<file path="src/rtl/program_memory_spi_pkg.sv">
// Shared definitions for the SPI-flash program memory: FSM encodings,
// flash opcode, and the bit counts of each transfer phase.
package program_memory_spi_pkg;

   typedef enum logic [2:0] {
      ST_IDLE = 3'd0,
      ST_CMD  = 3'd1,
      ST_ADDR = 3'd2,
      ST_READ = 3'd3,
      ST_DONE = 3'd4
   } state_t;

   localparam logic [7:0] READ_OPCODE = 8'h03;
   localparam int         CMD_BITS    = 8;
   localparam int         ADDR_BITS   = 24;
   localparam int         DATA_BITS   = 16;
   localparam int         CNT_W       = 5;

   // Flash is byte addressed, the CPU fetches 16-bit words.
   function automatic logic [23:0] byte_addr(input logic [15:0] word_addr);
      return {7'b0, word_addr, 1'b0};
   endfunction

   function automatic logic is_xfer(input state_t s);
      return (s == ST_CMD) || (s == ST_ADDR) || (s == ST_READ);
   endfunction

endpackage

</file>
<file path="src/rtl/program_memory_spi_bit_engine.sv">
// SPI mode-0 bit engine: clk/2 serial clock, MSB-first MOSI shifter and
// MISO capture register.
module spi_bit_engine
   import program_memory_spi_pkg::*;
(
   input  logic        clk,
   input  logic        rst,
   input  logic        en,
   input  logic        load,
   input  logic [23:0] load_word,
   input  logic        miso,
   output logic        sclk,
   output logic        mosi,
   output logic        rise,
   output logic        fall,
   output logic [15:0] rx_word
);

   logic [23:0] tx_sh;
   logic [15:0] rx_sh;

   // rise/fall flag the clk edge on which sclk will go high/low.
   assign rise    = en & ~sclk;
   assign fall    = en & sclk;
   assign mosi    = tx_sh[23];
   assign rx_word = rx_sh;

   always_ff @(posedge clk or negedge rst) begin
      if (!rst) begin
         sclk  <= 1'b0;
         tx_sh <= '0;
      end else begin
         sclk <= en ? ~sclk : 1'b0;
         if (load)
            tx_sh <= load_word;
         else if (fall)
            tx_sh <= {tx_sh[22:0], 1'b0};
      end
   end

   always_ff @(posedge clk) begin
      if (rise)
         rx_sh <= {rx_sh[14:0], miso};
   end

endmodule

</file>
<file path="src/rtl/program_memory_spi.sv">
// Instruction fetch from an external SPI NOR flash (single-SPI 0x03 read),
// with a one-word cache of the last fetched address.
module program_memory_spi
   import program_memory_spi_pkg::*;
(
   input  logic        clk,
   input  logic        rst,
   input  logic [15:0] address,
   output logic [15:0] instruction,
   output logic        ready,
   output logic        spi_cs,
   output logic        spi_sclk,
   output logic        spi_io0_o,
   output logic        spi_io0_oe,
   input  logic        spi_io0_i,
   output logic        spi_io1_o,
   output logic        spi_io1_oe,
   input  logic        spi_io1_i
);

   state_t             state, state_nxt;
   logic [CNT_W-1:0]   bit_cnt, bit_cnt_nxt;
   logic [15:0]        fetch_addr;
   logic               addr_vld;
   logic               cs_q;
   logic               eng_en, eng_load, eng_rise, eng_fall;
   logic [23:0]        eng_word;
   logic [15:0]        rx_word;
   logic               latch_addr, done_load;
   logic               unused_io0;

   assign unused_io0 = spi_io0_i;
   assign eng_en     = is_xfer(state);

   spi_bit_engine u_engine (
      .clk       (clk),
      .rst       (rst),
      .en        (eng_en),
      .load      (eng_load),
      .load_word (eng_word),
      .miso      (spi_io1_i),
      .sclk      (spi_sclk),
      .mosi      (spi_io0_o),
      .rise      (eng_rise),
      .fall      (eng_fall),
      .rx_word   (rx_word)
   );

   always_comb begin
      state_nxt   = state;
      bit_cnt_nxt = bit_cnt;
      eng_load    = 1'b0;
      eng_word    = byte_addr(fetch_addr);
      latch_addr  = 1'b0;
      done_load   = 1'b0;
      case (state)
         ST_IDLE: begin
            state_nxt   = ST_CMD;
            bit_cnt_nxt = '0;
            eng_load    = 1'b1;
            eng_word    = {READ_OPCODE, 16'h0000};
            latch_addr  = 1'b1;
         end
         ST_CMD: begin
            if (eng_fall) begin
               if (bit_cnt == CNT_W'(CMD_BITS - 1)) begin
                  state_nxt   = ST_ADDR;
                  bit_cnt_nxt = '0;
                  eng_load    = 1'b1;
               end else begin
                  bit_cnt_nxt = bit_cnt + 1'b1;
               end
            end
         end
         ST_ADDR: begin
            if (eng_fall) begin
               if (bit_cnt == CNT_W'(ADDR_BITS - 1)) begin
                  state_nxt   = ST_READ;
                  bit_cnt_nxt = '0;
               end else begin
                  bit_cnt_nxt = bit_cnt + 1'b1;
               end
            end
         end
         ST_READ: begin
            // The fall after the 16th sample closes the transfer.
            if (eng_fall) begin
               if (bit_cnt == CNT_W'(DATA_BITS - 1)) begin
                  state_nxt   = ST_DONE;
                  bit_cnt_nxt = '0;
                  done_load   = 1'b1;
               end else begin
                  bit_cnt_nxt = bit_cnt + 1'b1;
               end
            end
         end
         ST_DONE: begin
            if (!(addr_vld && (address == fetch_addr)))
               state_nxt = ST_IDLE;
         end
         default: state_nxt = ST_IDLE;
      endcase
   end

   always_ff @(posedge clk or negedge rst) begin
      if (!rst) begin
         state       <= ST_IDLE;
         bit_cnt     <= '0;
         cs_q        <= 1'b1;
         ready       <= 1'b0;
         instruction <= 16'h0000;
         addr_vld    <= 1'b0;
      end else begin
         state    <= state_nxt;
         bit_cnt  <= bit_cnt_nxt;
         cs_q     <= ~is_xfer(state_nxt);
         ready    <= (state_nxt == ST_DONE) && (address == fetch_addr) &&
                     (addr_vld || done_load);
         addr_vld <= done_load | (addr_vld & (state_nxt == ST_DONE));
         if (done_load)
            instruction <= rx_word;
      end
   end

   // Word address is frozen for the whole transfer; also the cache tag.
   always_ff @(posedge clk) begin
      if (latch_addr)
         fetch_addr <= address;
   end

   assign spi_cs     = cs_q;
   assign spi_io0_oe = ~cs_q;
   assign spi_io1_o  = 1'b0;
   assign spi_io1_oe = 1'b0;

endmodule

</file>
<file path="config.mk">
export PLATFORM = sky130hd
export DESIGN_NAME = program_memory_spi
export DESIGN_NICKNAME = d
export VERILOG_FILES = /design/src/rtl/program_memory_spi_pkg.sv /design/src/rtl/program_memory_spi_bit_engine.sv /design/src/rtl/program_memory_spi.sv
export SDC_FILE = /design/constraint.sdc
export NUM_CORES = 1
export LEC_CHECK = 0
export ABC_AREA = 1
export CAP_MARGIN = 5
export CORE_MARGIN = 2
export CORE_UTILIZATION = 45
export CTS_CLUSTER_DIAMETER = 100
export DETAILED_ROUTE_END_ITERATION = 7
export GPL_TIMING_DRIVEN = 0
export PLACE_DENSITY = 0.68
export SYNTH_ARGS = -nofsm -noshare
export SYNTH_HDL_FRONTEND = slang
export SYNTH_SLANG_ARGS = --single-unit
</file>
<file path="constraint.sdc">
create_clock -name clk -period 2.4 [get_ports clk]
set_clock_uncertainty 0.05 [all_clocks]
set_input_delay 0.36 -clock clk [delete_from_list [all_inputs] [get_ports clk]]
set_output_delay 0.36 -clock clk [all_outputs]
set_load 0.01 [all_outputs]
</file>
### Word level (Yosys, flattened, before mapping)

Cells that the tools add are included.

| word-level totals | value |
|---|---|
| input port bits | 20 |
| flip-flop bits (word level) | 84 |
| word-level logic and storage cells | 71 |

| cells by class | value |
|---|---|
| bitwise gates (word level) | 7 |
| eq/ne operators | 15 |
| $add $sub $neg | 1 |
| reduce and logical (&&, ||, !) cells | 12 |
| mux-type cells | 26 |

Operators by type and width:

| kind | count |
|---|---|
| two-way mux 24 bit | 2 |
| two-way mux 5 bit | 6 |
| two-way mux 3 bit | 7 |
| one-hot mux 5 bit (4 select lines) | 1 |
| two-way mux 18 bit | 1 |
| equality test 16 bit | 1 |
| one-hot mux 3 bit (5 select lines) | 1 |
| equality test 3 x 2 -> 1 bit, second input constant | 4 |
| two-way mux 1 bit | 7 |
| equality test 3 x 1 -> 1 bit, second input constant | 2 |
| equality test 3 bit, second input constant | 2 |
| != test 2 bit, second input constant | 3 |
| adder 5 x 1 -> 5 bit, second input constant | 1 |
| equality test 5 x 3 -> 1 bit, second input constant | 1 |
| equality test 5 x 4 -> 1 bit, second input constant | 1 |
| equality test 5 bit, second input constant | 1 |
| logical OR 1 bit | 5 |
| AND reduction 4 bit | 1 |
| nonzero test 4 bit | 1 |
| bitwise AND 1 bit | 3 |
| logical AND 1 bit | 3 |
| logical NOT 3 bit | 1 |
| NOT 1 bit | 3 |
| one-hot mux 1 bit (2 select lines) | 1 |
| 2 further kinds | 2 |

### Depth between registers and ports, before layout

| logic depth | value |
|---|---|
| depth after elaboration | 10 |
| gate-level depth with buffers | 9 |
| mapped depth without buffers | 9 |

### Cells and area by module

A second synthesis with hierarchy kept.

| second synthesis, totals | value |
|---|---|
| cell total of the unflattened synthesis | 445 |
| area total of the unflattened synthesis | 4042.6 µm² |

Modules (own cells, without submodules):

| module | instances | area an instance (µm²) | seq. area each (µm²) | cells each |
|---|---|---|---|---|
| program_memory_spi | 1 | 2210.9 | 1157.4 | 246 |
| spi_bit_engine | 1 | 1831.8 | 1106.1 | 199 |

### Least setup slack after synthesis

OpenSTA, ideal clock, no wires.

| path | value |
|---|---|
| path kind | reg-to-reg |
| start | reg u_engine.sclk |
| end | reg u_engine.rx_sh[0] (netlist: u_engine.rx_word[0]), enable pin |
| path slack | 247 ps |
| path buffers | 0 |
| stages on the path, launching flop included | 2 |
| data arrival time | 1692 ps |
| setup time | 411 ps |
| data required time | 1939 ps |
| path through | dfrtp_1 nor3_1 |

| between the ends | value |
|---|---|
| longest elaborated chain between the ends | 2 |

RTL lines:

| item | line | source |
|---|---|---|
| from (decl) | program_memory_spi_bit_engine.sv:12 | `output logic sclk,` |
| from (signal assigned) | program_memory_spi_bit_engine.sv:33 | `sclk <= en ? ~sclk : 1'b0;` |
| NOT 1 bit | program_memory_spi_bit_engine.sv:23 | `assign rise = en & ~sclk;` |
| bitwise AND 1 bit | program_memory_spi_bit_engine.sv:23 |  |
| named net eng_rise | program_memory_spi.sv:26 | `logic eng_en, eng_load, eng_rise, eng_fall;` |
| to (signal assigned) | program_memory_spi_bit_engine.sv:43 | `rx_sh <= {rx_sh[14:0], miso};` |
| to (decl) | program_memory_spi_bit_engine.sv:20 | `logic [15:0] rx_sh;` |

The timed path passes the listed nets, and every way through them passes these cells.
A chain may end at the register's enable or synchronous reset.

### Worst setup path in the final report

| path | value |
|---|---|
| start | reg u_engine.sclk |
| end | out spi_sclk |

RTL lines:

| item | line | source |
|---|---|---|
| to (decl) | program_memory_spi.sv:12 | `output logic spi_sclk,` |

No word-level cell between the ends.

==> qor.tcl <==
set qor(number_of_global_route_vias_before_repair) 2370
set qor(worst_hold_path_type) {input pin to async pin}
set qor(worst-endpoint-required_ns) 1.99
set qor(yosysTopAreaCell) {sky130_fd_sc_hd__dfrtp_1}
set qor(final_nets) 432
set qor(drt_wl_total_mm) 6.88
set qor(flip_flop_and_latch_count_after_synthesis) 83
set qor(slew-limit-headroom_pct) 50.8
set qor(placed_cells) 502
set qor(critical_path.n_buffers_inverters) 1
set qor(post_route_cells_drive_above_1_share_pct) 14.7
set qor(totalPowerFinal_w) 0.00437
set qor(post_dp_hpwl_mm) 4.74
set qor(drv_slew) 0
set qor(peakVddDrop_v) 0.000396
set qor(global_route_wire_length_before_repair_mm) 11.4
set qor(detail_route.iter0.violations) 106
set qor(via_count) 2494
set qor(buffers_inserted_by_post_cts_timing_repair) 0
set qor(worst-path-max-fanout) 5
set qor(period_share_pct) 77.5
set qor(clock_tree.htree_level_count) 3
set qor(die_width_um) 94.6
set qor(buffer_ports.inserted) 39
set qor(gp_routability_congestion) 0.755
set qor(p_leak_nw) 2.11
set qor(number_of_enable_flip_flop_cells_after_synthesis) 32
set qor(async_reset_ff_share_pct) 61.4
set qor(wire_per_inst_um) 13.3
set qor(grt_overflow) 0
set qor(ant_nets) 0
set qor(post_cts_hold_buffer_count) 1
set qor(floorplan.initialDensity_pct) 45.6
set qor(gate_family_responsible_for_the_most_delay_along_the_worst_path) {buffers and inverters}
set qor(ys_flop_type) {sky130_fd_sc_hd__dfrtp_1}
set qor(timing.rr.start) {state[0]}
set qor(synth_top_cells_by_area) {sky130_fd_sc_hd__dfrtp_1 34%, sky130_fd_sc_hd__edfxtp_1 26%, sky130_fd_sc_hd__nand2_1 8.4%, sky130_fd_sc_hd__mux2_4 6.5%, sky130_fd_sc_hd__inv_1 5.6%}
set qor(number_of_optimization_iterations_in_the_first_detailed_route_pass) 4
set qor(cts_inserted_buffers) 9
set qor(seq_area_frac_synth_pct) 60.7
set qor(die_height_um) 94.6
set qor(chain_of_cells_forming_the_critical_path) {clkdlybuf4s50_1}
set qor(syn-instance-count) 355
set qor(timing.final.hold_violations) 0
set qor(outcome) {finished, final reports clean}
set qor(cts.sinks) 83
set qor(yosys.cell_types.count) 33
set qor(grt_start_max_net_pins) 39
set qor(grt_usage_pct) 16.8
set qor(startpoint) {u_engine.sclk}
set qor(multiInputGateArea_um2) 1160
set qor(regArea_um2) 2240
set qor(synthesis.area_um2) 3690
set qor(unrepaired_setup_endpoints_after_global_routing) {false}
set qor(setup-violations-final) 0
set qor(arrival_ns) 1.45
set qor(path_clk_slew_ns) 0.09
set qor(antenna_found_initial) 0
set qor(clock_tree_from_tritoncts) {built}
set qor(power_density_nw_per_um2) 978
set qor(worst_setup_path_end_kind) {output pin}
set qor(worst_path_largest_cell_delay_ns) 0.59
set qor(die_area_um2) 8940
set qor(vias_per_cell) 4.81
set qor(boundaryPins) 43
set qor(timing.critical_path.from_type) {flop}
set qor(area_delta_synth_final_pct) 21.1
set qor(path_class) {flop to output pin}
set qor(core_area_um2) 8090
set qor(drt_drc_violations_left) 0
set qor(cts_repair_resize_count) 0
set qor(fin_crit_ns) 1.86
set qor(clk-insertion-delay-late_ns) 0.36
set qor(ys_warn_count) 0
set qor(fin_cells) 519
set qor(crit_slowest_cell) {sky130_fd_sc_hd__clkdlybuf4s50_1}
set qor(rows) 33
set qor(fillers) 746
set qor(max_freq_mhz) 538
set qor(cts_max_path_buffers) 2
set qor(timing.max_cap.violations) 0
set qor(cts_root_buffer) {sky130_fd_sc_hd__clkbuf_8}
set qor(diodes) 0
set qor(timing_worst_slew_pin_value_ns) 0.733
set qor(avgSynthCellArea_um2) 10.4
set qor(area_fraction_of_the_dominant_cell_type_after_synthesis_pct) 33.9
==> logic make-up (layout without fill, tap and decap cells) <==
logic type / Yosys count / in the layout / share of synthesized area [%]
AND/OR/NAND/NOR: 134 / 134 / 16.0
other: 1 / 2 / 0.102
XOR/XNOR: 2 / 2 / 0.475
flip-flops: 83 / 83 / 60.7
buffers and inverters: 68 / 126 / 8.07
AO/OA/AOI/OAI: 48 / 48 / 7.19
multiplexers: 16 / 16 / 6.51
adder cells (fa/ha/maj): 3 / 3 / 1.02
==> path summary, 6_finish.rpt <==
path,end,slack (ns),cells after the start
worst max-delay path,spi_sclk,0.54,1
worst min-delay path,instruction[3],0.38,2
worst max register to register,fetch_addr[9],0.57,3
worst min register to register,u_engine.rx_word[4],0.40,0
max in group asynchronous,spi_cs,1.34,3
min in group clk,u_engine.rx_word[4],0.40,0
==> cells in the mapped netlist (2+ instances only) <==
cell type	count
sky130_fd_sc_hd__edfxtp_1	32
sky130_fd_sc_hd__a21oi_1	11
sky130_fd_sc_hd__o21ai_1	13
sky130_fd_sc_hd__buf_2	4
sky130_fd_sc_hd__buf_6	4
sky130_fd_sc_hd__nor3_2	2
sky130_fd_sc_hd__inv_2	3
sky130_fd_sc_hd__mux2_4	16
sky130_fd_sc_hd__dfrtp_1	50
sky130_fd_sc_hd__inv_1	55
sky130_fd_sc_hd__buf_4	2
sky130_fd_sc_hd__nand2_2	2
sky130_fd_sc_hd__nor2_1	26
sky130_fd_sc_hd__nand3_2	2
sky130_fd_sc_hd__o21ai_0	14
sky130_fd_sc_hd__xor2_1	2
sky130_fd_sc_hd__nand3_1	11
sky130_fd_sc_hd__nand2_1	83
sky130_fd_sc_hd__o22ai_1	7
sky130_fd_sc_hd__ha_1	3
==> report_power, final <==
group	switching (W)	total (W)	internal, W	leakage, nW
logic	0.000741	0.00112	0.000382	1.02
clock network	0.000519	0.00107	0.000546	0.105
registers	0.000223	0.00218	0.00196	0.993
==> cells in the final DEF (no fill, tap or decap), drive strengths merged, types with 2 or more instances in the layout <==
cell / instances
nand2: 86
inv: 58
dfrtp: 50
clkdlybuf4s50: 38
edfxtp: 32
nor2: 29
o21ai: 27
mux2: 16
nand3: 13
buf: 13
a21oi: 11
clkbuf: 11
o22ai: 7
nor3: 3
ha: 3
clkinv: 3
xor2: 2
conb: 2
o2111ai: 2
==> stage by stage <==
stage	utilization (%)	instance area [µm²]	worst slack, ns	TNS (ns)	hold WS, ns
3_5_place_dp	52.5	4250	0.502	0	0.237
4_1_cts	55.2	4470	0.534	0	0.387
3_3_place_gp	52.1	4220	-0.682	-40.69	0.380
5_1_grt	55.2	4470	0.385	0	0.409
2_1_floorplan	-	3690	0.247	0	0.0144
6_report	55.2	4470	0.541	0	0.384
==> metal layers <==
layer	share of wire (%)	track usage [%]	vias to the layer above
met5	0	0	-
met1	48	23.1	1190
met3	3.9	4.87	9
met4	1.1	5.56	0
li1	-	-	1247
met2	47	25.7	48
==> state kept, by name, indices dropped and copies added (netlist names) <==
register,cells
addr_vld,1
state,3
spi_cs,1
bit_cnt,5
u_engine.tx_sh,23
fetch_addr,16
u_engine.sclk,1
u_engine.rx_word,16
instruction,16
ready,1
==> final cells by class <==
| cell class | count | area share [%] |
|---|---|---|
| buffer | 10 | 1.79 |
| clock buffer | 11 | 3.42 |
| clock inverter | 5 | 1.34 |
| inverter | 58 | 4.87 |
| multi-input combinational | 205 | 26.0 |
| sequential | 83 | 50.1 |
| tap | 105 | 2.94 |
| timing repair buffer | 42 | 9.55 |
==> worst register-to-register path, cell delays in order (launching register included) <==
cell and delay (ns):
sky130_fd_sc_hd__dfrtp_1 0.46, sky130_fd_sc_hd__nor2_4 0.23, sky130_fd_sc_hd__nand2_2 0.16, sky130_fd_sc_hd__inv_1 0.56
(Power assumes the default switching activity.)
